--- config.mk ---
export PLATFORM = sky130hd
export DESIGN_NAME = multi_sync_edge_det
export DESIGN_NICKNAME = d
export VERILOG_FILES = /design/src/rtl/multi_sync_edge_det.sv
export SDC_FILE = /design/constraint.sdc
export NUM_CORES = 1
export LEC_CHECK = 0
export BUFFER_PORTS_ARGS = -buffer_cell sky130_fd_sc_hd__buf_2
export CAP_MARGIN = 20
export CORE_AREA = 2 2 46 48
export DETAILED_ROUTE_END_ITERATION = 8
export DIE_AREA = 0 0 48 50
export PLACE_DENSITY_LB_ADDON = 0.3
export SYNTH_ARGS = -nofsm -noshare
export SYNTH_HDL_FRONTEND = slang
export SYNTH_SLANG_ARGS = --single-unit
--- constraint.sdc ---
create_clock -name clk -period 0.9 [get_ports clk]
set_clock_uncertainty 0.15 [all_clocks]
set_input_delay 0 -clock clk [delete_from_list [all_inputs] [get_ports clk]]
set_output_delay 0 -clock clk [all_outputs]
set_load 0.005 [all_outputs]
--- src/rtl/multi_sync_edge_det.sv ---
// multi_sync_edge_det
//
// Purpose:
//   WIDTH independent channels. Each channel synchronises an asynchronous
//   level input, debounces it with a stability filter, flags qualifying
//   edges of the filtered level with a one-cycle pulse, and keeps a sticky
//   per-channel event flag until it is cleared.
//
// Parameters:
//   WIDTH       - number of channels (1..32)
//   SYNC_STAGES - synchroniser depth per channel (2..4)
//   FILTER_LEN  - consecutive differing cycles needed to accept a change (1..255)
//   EDGE_MODE   - 0 = rising, 1 = falling, 2 = both
//
// Ports:
//   clk     - single clock, all flops rising-edge
//   rst     - synchronous, active-high reset
//   sig_i   - asynchronous level inputs, one per channel
//   clr_i   - per-channel clear of the sticky event flag
//   level_o - filtered, synchronised level per channel
//   edge_o  - one-cycle pulse, coincident with level_o taking a matching new value
//   evt_o   - sticky event flag per channel, set the cycle after edge_o
//
// There is no handshake on this block: every output is a registered level
// or single-cycle pulse, valid every cycle after the first reset edge.

module multi_sync_edge_det #(
    parameter int WIDTH       = 4,
    parameter int SYNC_STAGES = 2,
    parameter int FILTER_LEN  = 1,
    parameter int EDGE_MODE   = 0
) (
    input  logic             clk,
    input  logic             rst,
    input  logic [WIDTH-1:0] sig_i,
    input  logic [WIDTH-1:0] clr_i,
    output logic [WIDTH-1:0] level_o,
    output logic [WIDTH-1:0] edge_o,
    output logic [WIDTH-1:0] evt_o
);

    // Illegal parameter values stop elaboration instead of being clamped.
    generate
        if (WIDTH < 1 || WIDTH > 32) begin : g_bad_width
            $error("multi_sync_edge_det: WIDTH=%0d outside 1..32", WIDTH);
        end
        if (SYNC_STAGES < 2 || SYNC_STAGES > 4) begin : g_bad_sync
            $error("multi_sync_edge_det: SYNC_STAGES=%0d outside 2..4", SYNC_STAGES);
        end
        if (FILTER_LEN < 1 || FILTER_LEN > 255) begin : g_bad_filter
            $error("multi_sync_edge_det: FILTER_LEN=%0d outside 1..255", FILTER_LEN);
        end
        if (EDGE_MODE < 0 || EDGE_MODE > 2) begin : g_bad_mode
            $error("multi_sync_edge_det: EDGE_MODE=%0d outside 0..2", EDGE_MODE);
        end
    endgenerate

    localparam int             CW       = $clog2(FILTER_LEN + 1);
    // Count value on which a still-differing sample is accepted.
    localparam logic [CW-1:0] CNT_LAST = CW'(FILTER_LEN - 1);

    // ------------------------------------------------------------------
    // Synchroniser chain, stage 0 samples the asynchronous input.
    // ------------------------------------------------------------------
    logic [WIDTH-1:0] sync_q [SYNC_STAGES];
    logic [WIDTH-1:0] sync_s;

    always_ff @(posedge clk) begin
        if (rst) begin
            for (int k = 0; k < SYNC_STAGES; k++) begin
                sync_q[k] <= '0;
            end
        end else begin
            sync_q[0] <= sig_i;
            for (int k = 1; k < SYNC_STAGES; k++) begin
                sync_q[k] <= sync_q[k-1];
            end
        end
    end

    assign sync_s = sync_q[SYNC_STAGES-1];

    // ------------------------------------------------------------------
    // Stability filter and edge qualification.
    // ------------------------------------------------------------------
    logic [CW-1:0]    cnt_q [WIDTH];
    logic [WIDTH-1:0] lvl_q;
    logic [WIDTH-1:0] edge_q;
    logic [WIDTH-1:0] evt_q;

    logic [WIDTH-1:0] differs;
    logic [WIDTH-1:0] accept;
    logic [WIDTH-1:0] rise;
    logic [WIDTH-1:0] fall;
    logic [WIDTH-1:0] match;

    always_comb begin
        differs = sync_s ^ lvl_q;
        accept  = '0;
        for (int i = 0; i < WIDTH; i++) begin
            accept[i] = differs[i] && (cnt_q[i] == CNT_LAST);
        end
        // An accepted change moves lvl to sync_s, so sync_s gives the direction.
        rise = accept & sync_s;
        fall = accept & ~sync_s;
        case (EDGE_MODE)
            0:       match = rise;
            1:       match = fall;
            default: match = rise | fall;
        endcase
    end

    always_ff @(posedge clk) begin
        if (rst) begin
            for (int i = 0; i < WIDTH; i++) begin
                cnt_q[i] <= '0;
            end
            lvl_q  <= '0;
            edge_q <= '0;
            evt_q  <= '0;
        end else begin
            for (int i = 0; i < WIDTH; i++) begin
                // Any agreeing sample restarts the count; so does acceptance.
                if (!differs[i] || accept[i]) begin
                    cnt_q[i] <= '0;
                end else begin
                    cnt_q[i] <= cnt_q[i] + CW'(1);
                end
            end
            lvl_q  <= lvl_q ^ accept;
            edge_q <= match;
            // Set has priority over clear when both arrive together.
            evt_q  <= edge_q | (evt_q & ~clr_i);
        end
    end

    assign level_o = lvl_q;
    assign edge_o  = edge_q;
    assign evt_o   = evt_q;

endmodule

==> metrics, run 1 <==
failing checks=hold timing, setup timing; core box area=1900 um^2; Synthesis Warnings=0; share of the synthesized area in the top cell type=49.4%; starting density of the core=between 40% and 50%; layout cells sized above 1=between 40% and 50%; # nets final=112; PnR worst setup slack=-0.0477 ns; n_diodes=0; Final GP Congestion=between 0.5 and 0.6; Max VDD drop=1020 uV; fmax=roughly 1.1 GHz; Setup CP Type=register to primary output; Largest stage delay, worst path=0.38 ns; CP bufs+invs=1; I/O pin cnt=22; pin count of the biggest net entering global routing=21; Die Area=roughly 2400 um^2; Detailed Route Iter0 Violations=0; via count=between 500 and 600; initial antenna violation count=0; post-route clock period utilization=105%; Buffers on Ports=21; Area Overhead vs Synth=43.5%; Fin. Hold Viols=20; Register Area=roughly 540 um^2; post-synthesis register bit count=24; hold crit path type=input pin to register; Clock Sinks=24; Leak=0.490 nW; routed wire length=1190 um; crit path time final=approximately 0.95 ns; All-Layer GR Usage=between 10% and 20%; Pins Over Slew Limit=0; crit start category=register; worst hold slack=-0.114 ns; Cells after Synth=60; first-pass GRT wire length=1840 um; Max H-tree Level=1; total power=1.85 mW; crit path capture type=primary output; CTS tree=yes; # hold bufs at CTS=8; share of the yosys chip area belonging to registers=64.2%; cell area after synthesis=about 810 um^2; final core occ=between 60% and 70%; setup violators final=19; vias in the first global route=slightly above 500; Mean Syn Cell Area=between 10 and 15 um^2; Die H=roughly 50 um; count of cell types in the netlist=11; Skew-Pair Late Insertion Delay=between 0.3 and 0.4 ns; worst-path cell chain=buf_2; Routed Antenna Nets=0; met3 GRT Util=about 3.3%; post-DP HPWL=~780 um; Critical Path Fanout Max=3; gr busiest metal=met2; area leader, netlist=dfxtp_1; drt drc=0; pwr/cell area=roughly 1600 nW/um^2; top cells by area, synth=dfxtp_1, edfxtp_1, nor4b_4; Routed wire per std cell=approximately 9.3 um; total CTS buffers=3; GRT overflow=0; DIE WIDTH=~48 um; RSZ-0062 raised after global routing=true; grt met1 use=under 10%; Clock Tree Buf Depth=2; Worst EP required=0.75 ns; delay-heaviest family, CP=flip-flops; status=finished, violations left; drt pass-1 iters=1; slowest stage cell, crit path=dfxtp_2; row cnt=16; vias per cell=about 4.2; final-layout fill cell count=161; CP Data Arrival Time=~0.8 ns; Max-cap violations=0; area occupied by multi-input gates=about 280 um^2; Root Buffer=clkbuf_4; met2 usage in global routing=20.0%; clk slew on worst S/H paths=0.13 ns
[stage by stage]
stage,instance area [um^2],TNS [ns],setup slack [ns],std cells
floorplan,833,0,0.00930,66
global placement,970,0,0.00654,113
detailed placement,970,-0.0957,-0.0281,113
CTS,1140,-0.686,-0.0675,128
global route,1160,-1.33,-0.0968,128
finish,1160,-0.410,-0.0477,128
[kinds of logic (layout without fill, tap and decap cells)]
family,after synthesis,after routing,share of synthesized area (%)
AO/OA/AOI/OAI,4,4,2.47
flip-flops,24,24,64.2
multiplexers,4,4,4.94
AND/OR/NAND/NOR,20,20,22.8
buffers and inverters,6,41,4.63
other,2,8,0.926
[cell type report]
class	count	share of cell area (%)
clock buffers	4	3.12
well taps	27	2.90
repair buffers	33	22.8
flip-flops and latches	24	46.2
multi-input cells	36	23.7
inverters	4	1.29
[cell usage after synthesis]
| cell type | count |
|---|---|
| a21oi_1 | 4 |
| buf_6 | 2 |
| conb_1 | 2 |
| dfxtp_1 | 20 |
| edfxtp_1 | 4 |
| inv_1 | 4 |
| mux2i_1 | 4 |
| nand2b_1 | 4 |
| nor2_1 | 4 |
| nor2b_1 | 8 |
| nor4b_4 | 4 |
[cells in the final DEF (no fill, tap or decap)]
cell type      count
buf_2             15
dfxtp_2           11
nor2b_1            8
conb_1             8
dlygate4sd3_1      8
dfxtp_1            8
buf_6              6
mux2i_1            4
nor2_1             4
inv_1              4
nand2b_1           4
a21oi_1            4
nor4b_4            4
edfxtp_1           4
clkbuf_4           3
buf_4              3
dfxtp_4            1
clkbuf_8           1
buf_12             1
[path summary, 6_finish.rpt]
path | start | endpoint | slack [ns] | cells after the start
worst min register to register | sync_q[0][2] | sync_q[0][6] | 0.30 | 1
worst min-delay path | rst | edge_o[0] | -0.11 | 3
worst max register to register | register | edge_o[1] | -0.05 | 2
worst max-delay path | register | level_o[3] | -0.05 | 1
[timing repair]
action,in CTS,in global routing
gates resized for setup,15,4
hold endpoints to repair,20,20
buffers inserted,3,0
setup endpoints to repair,20,20
[layer usage]
| metal | wire length [um] | up-vias |
|---|---|---|
| met4 | 25 | 0 |
| met5 | 0 | - |
| li1 | - | 267 |
| met2 | 647 | 16 |
| met3 | 49 | 4 |
| met1 | 466 | 245 |
[where the power goes]
group          internal, mW  total (mW)  switching [mW]
Clock                 0.247       0.547           0.301
Sequential             1.13        1.16          0.0300
Combinational        0.0933       0.141          0.0476
Total                  1.47        1.85           0.378
Note: power is estimated with default switching activity, not from simulation.
==> inputs of run 2 (changes only) <==
--- a/config.mk
+++ b/config.mk
@@ -7,9 +7,9 @@
 export LEC_CHECK = 0
 export BUFFER_PORTS_ARGS = -buffer_cell sky130_fd_sc_hd__buf_2
 export CAP_MARGIN = 20
-export CORE_AREA = 2 2 46 48
+export CORE_AREA = 2 2 52 54
 export DETAILED_ROUTE_END_ITERATION = 8
-export DIE_AREA = 0 0 48 50
+export DIE_AREA = 0 0 54 56
 export PLACE_DENSITY_LB_ADDON = 0.3
 export SYNTH_ARGS = -nofsm -noshare
 export SYNTH_HDL_FRONTEND = slang
==> run 2 against run 1 <==
  * The flow still finishes with violations (hold timing, setup timing)
  * Die area grew 26%
  * Power is 6.1% lower
  * Critical path depth is 1 higher
  * Worst hold slack improved by 0.015 ns
  * Utilization shrank 13 points
  * Via count fell by 5.8%
  * Largest power group unchanged
==> metrics, run 2 (synthesis gave the netlist of run 1 again) <==
RSZ-0062 raised after global routing=true; routed wire length=between 1000 and 1500 um; cell area after placement=~970 um^2; Detailed Route Iter0 Violations=3; DIE WIDTH=approximately 54 um; vias in the first global route=418; vias per cell=3.85; Pins Over Slew Limit=0; Critical Path Fanout Max=2; # hold bufs at CTS=8; initial antenna violation count=0; Max-cap violations=0; final core occ=a little under half; drt drc=0; Setup CP Type=register to register; worst slack, placed=-0.0546 ns; first-pass GRT wire length=1800 um; core box area=approximately 2400 um^2; PnR worst setup slack=-0.0621 ns; pwr/cell area=between 1000 and 1500 nW/um^2; CTS tree=yes; Die Area=between 3000 and 4000 um^2; total CTS buffers=3; status=finished, violations left; Root Buffer=clkbuf_4; most frequent cells in the layout=buf_2, dfxtp_2; crit path capture type=register; Routed Antenna Nets=0; most common cell after layout, fill and taps aside=buf_2; n_diodes=0; Clock Sinks=24; Clock Tree Buf Depth=2; Buffers on Ports=21; crit path time final=between 0.9 and 1 ns; GRT overflow=0; pin count of the biggest net entering global routing=21; Routed wire per std cell=~8.6 um; I/O pin cnt=22; hold crit path type=input pin to register; via count=501; post-route cell area=between 1000 and 1500 um^2; Final GP Congestion=about 0.57; worst hold slack=-0.0994 ns; post-route clock period utilization=107%; layout cells sized above 1=roughly 44%; final-layout fill cell count=231; Worst EP required=0.95 ns; drt pass-1 iters=3; Die H=between 50 and 60 um; Area Overhead vs Synth=43.1%; row cnt=18; clk slew on worst S/H paths=between 0.1 and 0.15 ns; crit start category=register; starting density of the core=33.3%; Max H-tree Level=1; # nets final=between 100 and 150; fmax=a little over 1 GHz; Fin. Hold Viols=20; Skew-Pair Late Insertion Delay=about 0.29 ns; All-Layer GR Usage=about 8.6%; failing checks=hold timing, setup timing; Leak=slightly below 0.5 nW; setup violators final=12; Max VDD drop=between 600 and 700 uV; CP Data Arrival Time=between 1 and 1.5 ns
==> run 2: cell count changes in the layout (fill, tap and decap cells not counted), sizes merged <==
cell and delta:
clkbuf -1
==> run 2: final timing paths <==
check | from | to | slack, ns | cells past startpoint
hold / removal | rst | register | -0.1 | 3
setup reg to reg | cnt_q[2] | register | -0.06 | 2
hold reg to reg | register | edge_o[0] | 0.30 | 1
setup / recovery | cnt_q[2] | register | -0.06 | 2
==> run 2: power breakdown <==
group / internal [mW] / switching, mW / leakage [nW]
clock: 0.156 / 0.275 / 0.0138
combinational: 0.0965 / 0.0466 / 0.264
sequential: 1.13 / 0.0307 / 0.209
==> run 2: worst max-delay path, stage by stage (launching register included) <==
cell and delay [ns]:
edfxtp_1 0.46, mux2i_1 0.19, nor2_1 0.06
==> run 2: layout make-up <==
cell class	count	area [um^2]	area share (%)
clock buffers	3	22.5	1.94
inverters	4	15.0	1.29
multi-input cells	36	275	23.7
flip-flops and latches	24	538	46.4
well taps	30	37.5	3.24
repair buffers	33	272	23.4
==> run 2: metal layers <==
metal | vias up | share of wire [%] | GRT usage (%)
met4 | 0 | 2.4 | 8.57
met3 | 2 | 5.1 | 1.61
met5 | - | 0 | 0
li1 | 268 | - | -
met1 | 216 | 47 | 10.9
met2 | 15 | 45 | 11.5
==> run 2: repair_timing <==
item / in CTS / in global routing
endpoints found under the setup margin: 20 / 20
buffers inserted: 1 / 2
resized for setup: 11 / 5
pin swaps: 0 / 2
hold endpoints to repair: 20 / 20
==> run 2: through the flow <==
step	instances	total power, mW	setup TNS, ns
floorplan	66	1.25	0
global placement	116	1.29	0
detailed placement	116	1.29	-0.122
CTS	128	1.77	-0.650
global route	130	1.85	-1.30
finish	130	1.74	-0.393
